<file path="src/rtl/seg_pkg.sv">
// Shared segment codes and BCD digit type for the multiplexed 7-segment display.
// Segment bit order is {g,f,e,d,c,b,a}, active-high; output polarity is applied downstream.
package seg_pkg;

  typedef logic [3:0] bcd_t;

  localparam logic [9:0][6:0] SEG_DIGIT = {
    7'h6F, 7'h7F, 7'h07, 7'h7D, 7'h6D, 7'h66, 7'h4F, 7'h5B, 7'h06, 7'h3F
  };
  localparam logic [6:0] SEG_BLANK = 7'h00;
  localparam logic [6:0] SEG_MINUS = 7'h40;
  localparam logic [6:0] SEG_OVF   = 7'h49;

  function automatic logic [6:0] seg_of(input bcd_t d);
    return (d <= 4'd9) ? SEG_DIGIT[d] : SEG_BLANK;
  endfunction

  function automatic longint unsigned pow10(input int n);
    longint unsigned r;
    r = 64'd1;
    for (int i = 0; i < n; i++) r = r * 64'd10;
    return r;
  endfunction

endpackage

</file>
<file path="src/rtl/bin2bcd_seq.sv">
// Serial double-dabble converter: one bit per cycle, DATA_W cycles per conversion.
// done pulses with the final result on bcd in the same cycle busy drops.
module bin2bcd_seq
  import seg_pkg::*;
#(
  parameter int DATA_W = 20,
  parameter int DIGITS = 6
) (
  input  logic                    clk,
  input  logic                    rst,
  input  logic                    start,
  input  logic [DATA_W-1:0]       din,
  output logic                    busy,
  output logic                    done,
  output bcd_t [DIGITS-1:0]       bcd
);

  localparam int CNT_W = $clog2(DATA_W + 1);

  logic [DATA_W-1:0]     shift_q, shift_d;
  bcd_t [DIGITS-1:0]     bcd_q, bcd_d, adj;
  logic [4*DIGITS-1:0]   adj_flat;
  logic [CNT_W-1:0]      cnt_q, cnt_d;
  logic                  busy_q, busy_d;

  always_comb begin
    adj = bcd_q;
    for (int i = 0; i < DIGITS; i++) begin
      if (bcd_q[i] >= 4'd5) adj[i] = bcd_q[i] + 4'd3;
    end
    adj_flat = adj;

    shift_d = shift_q;
    bcd_d   = bcd_q;
    cnt_d   = cnt_q;
    busy_d  = busy_q;
    done    = 1'b0;
    if (busy_q) begin
      // carries out of the top digit are dropped; overflow is flagged separately
      bcd_d   = {adj_flat[4*DIGITS-2:0], shift_q[DATA_W-1]};
      shift_d = shift_q << 1;
      cnt_d   = cnt_q - CNT_W'(1);
      if (cnt_q == CNT_W'(1)) begin
        busy_d = 1'b0;
        done   = 1'b1;
      end
    end else if (start) begin
      shift_d = din;
      bcd_d   = '0;
      cnt_d   = CNT_W'(DATA_W);
      busy_d  = 1'b1;
    end
  end

  always_ff @(posedge clk) begin
    if (rst) begin
      shift_q <= '0;
      bcd_q   <= '0;
      cnt_q   <= '0;
      busy_q  <= 1'b0;
    end else begin
      shift_q <= shift_d;
      bcd_q   <= bcd_d;
      cnt_q   <= cnt_d;
      busy_q  <= busy_d;
    end
  end

  assign busy = busy_q;
  assign bcd  = bcd_d;

endmodule

</file>
<file path="src/rtl/seg_dynamic_param.sv">
// Multiplexed 7-segment driver: captures a binary value, converts to BCD serially,
// and scans digits with leading-zero blanking, sign, decimal points and PWM brightness.
module seg_dynamic_param
  import seg_pkg::*;
#(
  parameter int DIGITS      = 6,
  parameter int DATA_W      = 20,
  parameter int SCAN_DIV    = 50_000,
  parameter int SEG_ACT_LOW = 1
) (
  input  logic              sys_clk,
  input  logic              sys_rst,
  input  logic [DATA_W-1:0] data,
  input  logic [DIGITS-1:0] point,
  input  logic              sign,
  input  logic              load,
  input  logic              seg_en,
  input  logic [3:0]        bright,
  output logic              busy,
  output logic              ovf,
  output logic [DIGITS-1:0] sel,
  output logic [7:0]        seg
);

  localparam int IDX_W     = $clog2(DIGITS);
  localparam int HW        = IDX_W + 1;
  localparam int PHASE_LEN = SCAN_DIV / 16;
  localparam int SUB_W     = (PHASE_LEN > 1) ? $clog2(PHASE_LEN) : 1;
  localparam logic [DIGITS-1:0] SEL_OFF = (SEG_ACT_LOW != 0) ? {DIGITS{1'b1}} : {DIGITS{1'b0}};
  localparam logic [7:0]        SEG_OFF = (SEG_ACT_LOW != 0) ? 8'hFF : 8'h00;
  localparam longint unsigned   LIM_POS = pow10(DIGITS) - 64'd1;
  localparam longint unsigned   LIM_NEG = pow10(DIGITS - 1) - 64'd1;

  logic                  conv_busy, conv_done, start;
  bcd_t [DIGITS-1:0]     conv_bcd;

  logic [SUB_W-1:0]      sub_q, sub_d;
  logic [3:0]            phase_q, phase_d;
  logic [IDX_W-1:0]      digit_idx_q, digit_idx_d;
  logic [3:0]            bright_q, bright_d;
  logic                  slot_end, lit;

  logic [DIGITS-1:0]     pend_point_q, pend_point_d;
  logic                  pend_sign_q, pend_sign_d;
  logic                  pend_ovf_q, pend_ovf_d, ovf_new;
  bcd_t [DIGITS-1:0]     disp_digits_q, disp_digits_d;
  logic [DIGITS-1:0]     disp_point_q, disp_point_d;
  logic                  disp_sign_q, disp_sign_d;
  logic                  ovf_q, ovf_d;

  logic [HW-1:0]         h, cur_idx;
  logic [6:0]            seg7;
  logic                  dp;
  logic [DIGITS-1:0]     sel_ah, sel_d, sel_q;
  logic [7:0]            seg_ah, seg_d, seg_q;

  assign start = load && !conv_busy;

  bin2bcd_seq #(
    .DATA_W (DATA_W),
    .DIGITS (DIGITS)
  ) u_conv (
    .clk   (sys_clk),
    .rst   (sys_rst),
    .start (start),
    .din   (data),
    .busy  (conv_busy),
    .done  (conv_done),
    .bcd   (conv_bcd)
  );

  // capture on accept, publish everything together when the conversion finishes
  always_comb begin
    ovf_new = (64'(data) > LIM_POS) || (sign && (64'(data) > LIM_NEG));
    pend_point_d  = start ? point   : pend_point_q;
    pend_sign_d   = start ? sign    : pend_sign_q;
    pend_ovf_d    = start ? ovf_new : pend_ovf_q;
    disp_digits_d = conv_done ? conv_bcd     : disp_digits_q;
    disp_point_d  = conv_done ? pend_point_q : disp_point_q;
    disp_sign_d   = conv_done ? pend_sign_q  : disp_sign_q;
    ovf_d         = conv_done ? pend_ovf_q   : ovf_q;
  end

  // scan position is {phase_q, sub_q}; sub_q counts down within each phase
  always_comb begin
    slot_end    = (phase_q == 4'd15) && (sub_q == '0);
    sub_d       = (sub_q == '0) ? SUB_W'(PHASE_LEN - 1) : sub_q - SUB_W'(1);
    phase_d     = (sub_q == '0) ? phase_q + 4'd1 : phase_q;
    digit_idx_d = digit_idx_q;
    bright_d    = bright_q;
    if (slot_end) begin
      digit_idx_d = (digit_idx_q == IDX_W'(DIGITS - 1)) ? '0 : digit_idx_q + IDX_W'(1);
      bright_d    = bright;
    end
    lit = (phase_q != 4'd0) && ({1'b0, phase_q} <= ({1'b0, bright_q} + 5'd1));
  end

  always_comb begin
    h = '0;
    for (int i = 0; i < DIGITS; i++) begin
      if ((disp_digits_q[i] != 4'd0) || disp_point_q[i]) h = HW'(i);
    end
    cur_idx = {1'b0, digit_idx_q};
    dp      = disp_point_q[digit_idx_q] && !ovf_q;
    if (ovf_q)                                       seg7 = SEG_OVF;
    else if (cur_idx <= h)                           seg7 = seg_of(disp_digits_q[digit_idx_q]);
    else if (disp_sign_q && (cur_idx == h + HW'(1))) seg7 = SEG_MINUS;
    else                                             seg7 = SEG_BLANK;

    sel_ah = '0;
    seg_ah = '0;
    if (lit && seg_en) begin
      sel_ah[digit_idx_q] = 1'b1;
      seg_ah              = {dp, seg7};
    end
    sel_d = sel_ah ^ SEL_OFF;
    seg_d = seg_ah ^ SEG_OFF;
  end

  always_ff @(posedge sys_clk) begin
    if (sys_rst) begin
      sub_q         <= SUB_W'(PHASE_LEN - 1);
      phase_q       <= '0;
      digit_idx_q   <= '0;
      bright_q      <= '0;
      pend_point_q  <= '0;
      pend_sign_q   <= 1'b0;
      pend_ovf_q    <= 1'b0;
      disp_digits_q <= '0;
      disp_point_q  <= '0;
      disp_sign_q   <= 1'b0;
      ovf_q         <= 1'b0;
      sel_q         <= SEL_OFF;
      seg_q         <= SEG_OFF;
    end else begin
      sub_q         <= sub_d;
      phase_q       <= phase_d;
      digit_idx_q   <= digit_idx_d;
      bright_q      <= bright_d;
      pend_point_q  <= pend_point_d;
      pend_sign_q   <= pend_sign_d;
      pend_ovf_q    <= pend_ovf_d;
      disp_digits_q <= disp_digits_d;
      disp_point_q  <= disp_point_d;
      disp_sign_q   <= disp_sign_d;
      ovf_q         <= ovf_d;
      sel_q         <= sel_d;
      seg_q         <= seg_d;
    end
  end

  assign busy = conv_busy;
  assign ovf  = ovf_q;
  assign sel  = sel_q;
  assign seg  = seg_q;

endmodule
</file>
<file path="config.mk">
export PLATFORM = sky130hd
export DESIGN_NAME = seg_dynamic_param
export DESIGN_NICKNAME = d
export VERILOG_FILES = /design/src/rtl/seg_pkg.sv /design/src/rtl/bin2bcd_seq.sv /design/src/rtl/seg_dynamic_param.sv
export SDC_FILE = /design/constraint.sdc
export NUM_CORES = 1
export LEC_CHECK = 0
export CORE_ASPECT_RATIO = 2
export CORE_MARGIN = 5
export CORE_UTILIZATION = 50
export CTS_CLUSTER_DIAMETER = 120
export DETAILED_ROUTE_END_ITERATION = 6
export PLACE_DENSITY_LB_ADDON = 0.08
export SYNTH_ARGS = -nofsm -noshare
export SYNTH_HDL_FRONTEND = slang
export SYNTH_SLANG_ARGS = --single-unit
</file>
<file path="constraint.sdc">
create_clock -name sys_clk -period 3.1 [get_ports sys_clk]
set_input_delay 0.465 -clock sys_clk [delete_from_list [all_inputs] [get_ports sys_clk]]
set_output_delay 0.465 -clock sys_clk [all_outputs]
set_load 0.05 [all_outputs]
</file>
### Word-level counts from Yosys, hierarchy flattened

Memory sizes are Yosys's and may differ from the RTL's.
Index checks and enable logic that the tools add are counted.

| word-level totals | value |
|---|---|
| memories | 1 |
| ROM bits | 112 |
| register bits | 127 |

| operators by class | value |
|---|---|
| multiplexer cells | 36 |
| order comparisons | 14 |
| add/sub/neg operators | 12 |
| reduce and logical (&&, ||, !) cells | 26 |
| bitwise gates (word level) | 2 |
| equality and inequality tests | 4 |

Memory list:

| memory | depth | width | rd ports | clocked after memory_dff | write ports | RTL line | text |
|---|---|---|---|---|---|---|---|
| (name not given) | 16 | 7 | 1 | 0 | 0 | seg_pkg.sv:15 | `return (d <= 4'd9) ? SEG_DIGIT[d] : SEG_BLANK;` |

Operator list:

| kind | count |
|---|---|
| two-way mux 24 bit | 2 |
| two-way mux 20 bit | 2 |
| two-way mux 4 bit | 10 |
| two-way mux 7 bit | 5 |
| >= comparator 4 x 3 -> 1 bit (second input constant) | 6 |
| nonzero test 4 bit | 6 |
| adder 4 x 2 -> 4 bit (second input constant) | 5 |
| > comparator 20 x 17 -> 1 bit (second input constant) | 1 |
| > comparator 20 bit (second input constant) | 1 |
| binary-select mux 4 bit (select 3 bit) | 1 |
| logical NOT 12 bit | 1 |
| subtractor 12 x 1 -> 12 bit (second input constant) | 1 |
| two-way mux 5 bit | 2 |
| adder 4 x 1 -> 4 bit (second input constant) | 2 |
| logical AND 1 bit | 8 |
| two-way mux 1 bit | 8 |
| two-way mux 8 bit | 1 |
| NOT 8 bit | 1 |
| logical OR 1 bit | 6 |
| two-way mux 3 bit | 2 |
| two-way mux 6 bit | 1 |
| NOT 6 bit | 1 |
| adder 4 x 1 -> 5 bit (second input constant) | 1 |
| == test 5 x 1 -> 1 bit (second input constant) | 1 |
| other kinds (17) | 19 |

### Depth between registers and ports, before layout

| depth | value |
|---|---|
| depth after elaboration | 15 |
| depth in mapped cells | 12 |
| depth with buffers taken out | 10 |

### Hierarchy

Synthesis repeated with hierarchy kept, for this count alone.

| second synthesis, totals | value |
|---|---|
| cells, all modules | 762 |
| area, all modules | 6550.0 um2 |

Modules (own cells, without submodules):

| module | area an instance (um2) | instances | seq. area each (um2) | cells an instance |
|---|---|---|---|---|
| seg_dynamic_param | 3676.0 | 1 | 1541.5 | 402 |
| bin2bcd_seq | 2874.0 | 1 | 1001.0 | 360 |

### Worst setup path after synthesis

Ideal clock, no wire load.

| timing path | value |
|---|---|
| kind | register to register |
| start point | register digit_idx_q[0] |
| end point | register seg_q[0] (netlist: seg[0]) |
| library setup time | 0.083 ns |
| slack | 0.591 ns |
| data arrival time | 2.426 ns |
| stages on the path, launching flop included | 12 |
| period minus slack after synthesis | 2.509 ns |
| required time | 3.017 ns |
| cells stage by stage | dfxtp_1 > buf_2 > mux4_2 > and2_1 > a21oi_1 > inv_1 > ha_1 > nor2_1 > o211ai_1 > a211oi_1 > nor2_1 > o221ai_1 |

| on the way | value |
|---|---|
| cells in the longest elaborated chain, start to end | 9 |

RTL lines:

| item | RTL line | text |
|---|---|---|
| start, declared | seg_dynamic_param.sv:39 | `logic [IDX_W-1:0] digit_idx_q, digit_idx_d;` |
| start signal, assigned | seg_dynamic_param.sv:138 | `digit_idx_q <= digit_idx_d;` |
| binary-select mux 4 bit (select 3 bit) | seg_dynamic_param.sv:106 | `else if (cur_idx <= h) seg7 = seg_of(disp_digits_q[digit_idx_q]);` |
| two-way mux 4 bit (not written as such) | seg_dynamic_param.sv:106 |  |
| memory read (16 x 7 bit) | n/a |  |
| two-way mux 7 bit (not written as such) | seg_pkg.sv:15 |  |
| two-way mux 7 bit | seg_pkg.sv:15 |  |
| two-way mux 7 bit (*) | seg_dynamic_param.sv:106 |  |
| two-way mux 7 bit (*) | seg_dynamic_param.sv:105 | `if (ovf_q) seg7 = SEG_OVF;` |
| two-way mux 8 bit (*) | seg_dynamic_param.sv:112 | `if (lit && seg_en) begin` |
| NOT 8 bit (no source line) (*) | n/a |  |
| end signal, assigned | seg_dynamic_param.sv:148 | `seg_q <= seg_d;` |
| end, declared | seg_dynamic_param.sv:55 | `logic [7:0] seg_ah, seg_d, seg_q;` |

Every way passes the cells marked *; elsewhere a longest branch is shown, timed or not. The select of a mux whose other input is x is not followed.
A chain may end at the register's enable or synchronous reset.

### Worst setup path in the final report

Same ends and word-level chain as after synthesis.

==> flow_metrics.tcl <==
set metrics [dict create \
    cts_root_buf "clkbuf_16" \
    synth-edff-count 0 \
    multiInputGateArea_um2 3304 \
    status "finished, final reports clean" \
    skew_ps 9.118 \
    endpoint_kind "flop" \
    core_area_um2 12050 \
    grt_pass1_wl_um 24640 \
    hpwl_um 10710 \
    slew_viol_final 0 \
    holdBufCountCts 0 \
    first_iter_violations 254 \
    drive_gt1_frac 0.09091 \
    hp-class "reg -> reg" \
    hold_viol 0 \
    min_period_ps 2752 \
    cts_resized 0 \
    netlist_instances 701 \
    num-nets-final 811 \
    grtUsageTotal 0.2091 \
    clk_pin_slew_ps 60 \
    die_x_um 88.19 \
    die_y_um 166.4 \
    antenna_found_initial 0 \
    avgSynthCellArea_um2 8.721 \
    routed_via_density 5.669 \
    arrival_ps 3070 \
    synth-main-ff-cell "dfxtp_1" \
    port_buffers 50 \
    cts_sinks 127 \
    required_ps 3420 \
    place_ws_ps 329.2 \
    fmax_mhz 363.4 \
    syn_nets 766 \
    drtAntennaViolNets 0 \
    synthArstFlopShare 0 \
    fp-row-count 57 \
    crit_fanout 15 \
    clkLatencyLatePin_ps 410 \
    maxSlewHeadroom 0.4293 \
    synth_seq_area_share 0.4159 \
    clk_path_buf_depth 2 \
    utilization 0.6157 \
    vias 5136 \
    p_leak_nw 2.944 \
    cts_buffers 17 \
    overflow 0 \
    max_cap_viol_count 0 \
    period_share 0.8876 \
    cp-start-kind "flop" \
    cts_tree "yes" \
    fin_cells 906 \
    area_growth_pct 21.39 \
    gp_congestion 0.9500 \
    firstDrtPassIters 5 \
    drc 0 \
    worst_slack_ps 348.4 \
    ys_types 54 \
    yosys_warnings 0 \
    worst-setup-path-type "reg -> reg" \
    final_cell_mix "dfxtp_1 (126), nor2_1 (107), nand2_1 (58)" \
    synth_seq_cells 127 \
    io_pins 51 \
    postCtsSetupBuffers 0 \
    cellPowerDensity_nw_per_um2 579.4 \
    diodes 0 \
    placed_area_um2 6753 \
    hold_slack_ps 434.5 \
    grt_max_degree 52 \
    worst_slew_pin_slew_ps 852.8 \
    rsz0062_at_grt "no" \
    start_util 0.5072 \
    final_common_cell "dfxtp_1" \
    drt-total-wl_um 14620 \
    tns_ps 0 \
    syn_area_um2 6113 \
    setup_viol 0 \
    cts-htree-levels 4 \
    finalPower_mw 4.300 \
    fill_cells 1072 \
    grt_pass1_vias 5282 \
    seqCellArea_um2 2544 \
    drt-wirelength-per-cell_um 16.13 \
    stdcell_area_um2 7421 \
    dp.cells 874 \
    dieArea_um2 14670 \
    ir_worst_vdd_uv 423.7 \
]
[flip-flops by register name, indices dropped and copies added (netlist names), 3 cells and up]
register and cells:
u_conv.shift_q 20, u_conv.cnt_q 5, sub_q 12, sel 6, bright_q 4, digit_idx_q 3, phase_q 4, disp_digits_q 24
seg 8, u_conv.bcd_q 24, pend_point_q 6, disp_point_q 6
[layout make-up]
class / instances / area share
flip-flops and latches: 127 / 0.3428
multi-input cells: 505 / 0.4453
inverters: 30 / 0.01517
repair buffers: 65 / 0.08194
clock inverters: 14 / 0.03085
clock buffers: 18 / 0.05918
well taps: 147 / 0.02478
[synth_stat cells (4+ instances only)]
library cell | n | area share
o21ai_0 | 22 | 0.018
nand2_1 | 58 | 0.036
dfxtp_1 | 127 | 0.42
nand4_1 | 7 | 0.0072
mux2_2 | 5 | 0.0092
a21o_1 | 4 | 0.0049
a21oi_1 | 55 | 0.045
buf_1 | 9 | 0.0055
nand3_1 | 12 | 0.0098
nor4_1 | 5 | 0.0051
nor2b_1 | 6 | 0.0061
xor2_1 | 6 | 0.0086
mux2i_1 | 32 | 0.052
ha_1 | 30 | 0.061
a22oi_1 | 17 | 0.021
a32oi_1 | 4 | 0.0057
a211oi_1 | 15 | 0.018
nand2b_1 | 22 | 0.023
inv_1 | 29 | 0.018
mux4_2 | 5 | 0.018
nor3b_1 | 4 | 0.0049
o22a_1 | 12 | 0.017
and2_1 | 4 | 0.0041
nor3_1 | 11 | 0.0090
xnor2_1 | 21 | 0.030
nor2_1 | 107 | 0.066
buf_2 | 6 | 0.0049
clkbuf_1 | 24 | 0.015
[logic make-up after synthesis]
kind of cell | share of synthesized area
adders and majority gates | 0.06140
buffers and inverters | 0.04359
AOI/OAI and AO/OA | 0.1617
and+or+nand+nor | 0.1987
DFF | 0.4159
xor gates and xnor gates | 0.03868
muxes | 0.08002
[routing by layer]
metal | vias to the layer above | global-route usage | share of wire
met5 | - | 0 | 0
met4 | 0 | 0.08355 | 0.025
met3 | 29 | 0.04469 | 0.029
met2 | 108 | 0.3991 | 0.58
met1 | 2452 | 0.2082 | 0.37
li1 | 2547 | - | -
[critical path, cell delays in order (launching register included)]
cell      delay, ps
dfxtp_1         400
buf_4           280
mux2i_1         300
nor2_1          100
a21oi_1         270
inv_1           100
ha_1            220
nor2_1          180
o211ai_1        100
a211oi_1        330
nor2_1          170
o221ai_1        210
[power breakdown]
| group | total, mW | switching (mW) | internal (mW) |
|---|---|---|---|
| clock | 2.23 | 0.761 | 1.47 |
| sequential | 1.72 | 0.0387 | 1.68 |
| combinational | 0.351 | 0.197 | 0.155 |
[final timing paths]
path / cells after the start / end / startpoint / slack, ps
hold / removal: 1 / sub_q[0] / sub_q[0] / 430
hold reg to reg: 1 / sub_q[0] / sub_q[0] / 430
setup reg to reg: 11 / seg[0] / digit_idx_q[0] / 350
setup / recovery: 11 / seg[0] / digit_idx_q[0] / 350
(Power assumes the default switching activity.)
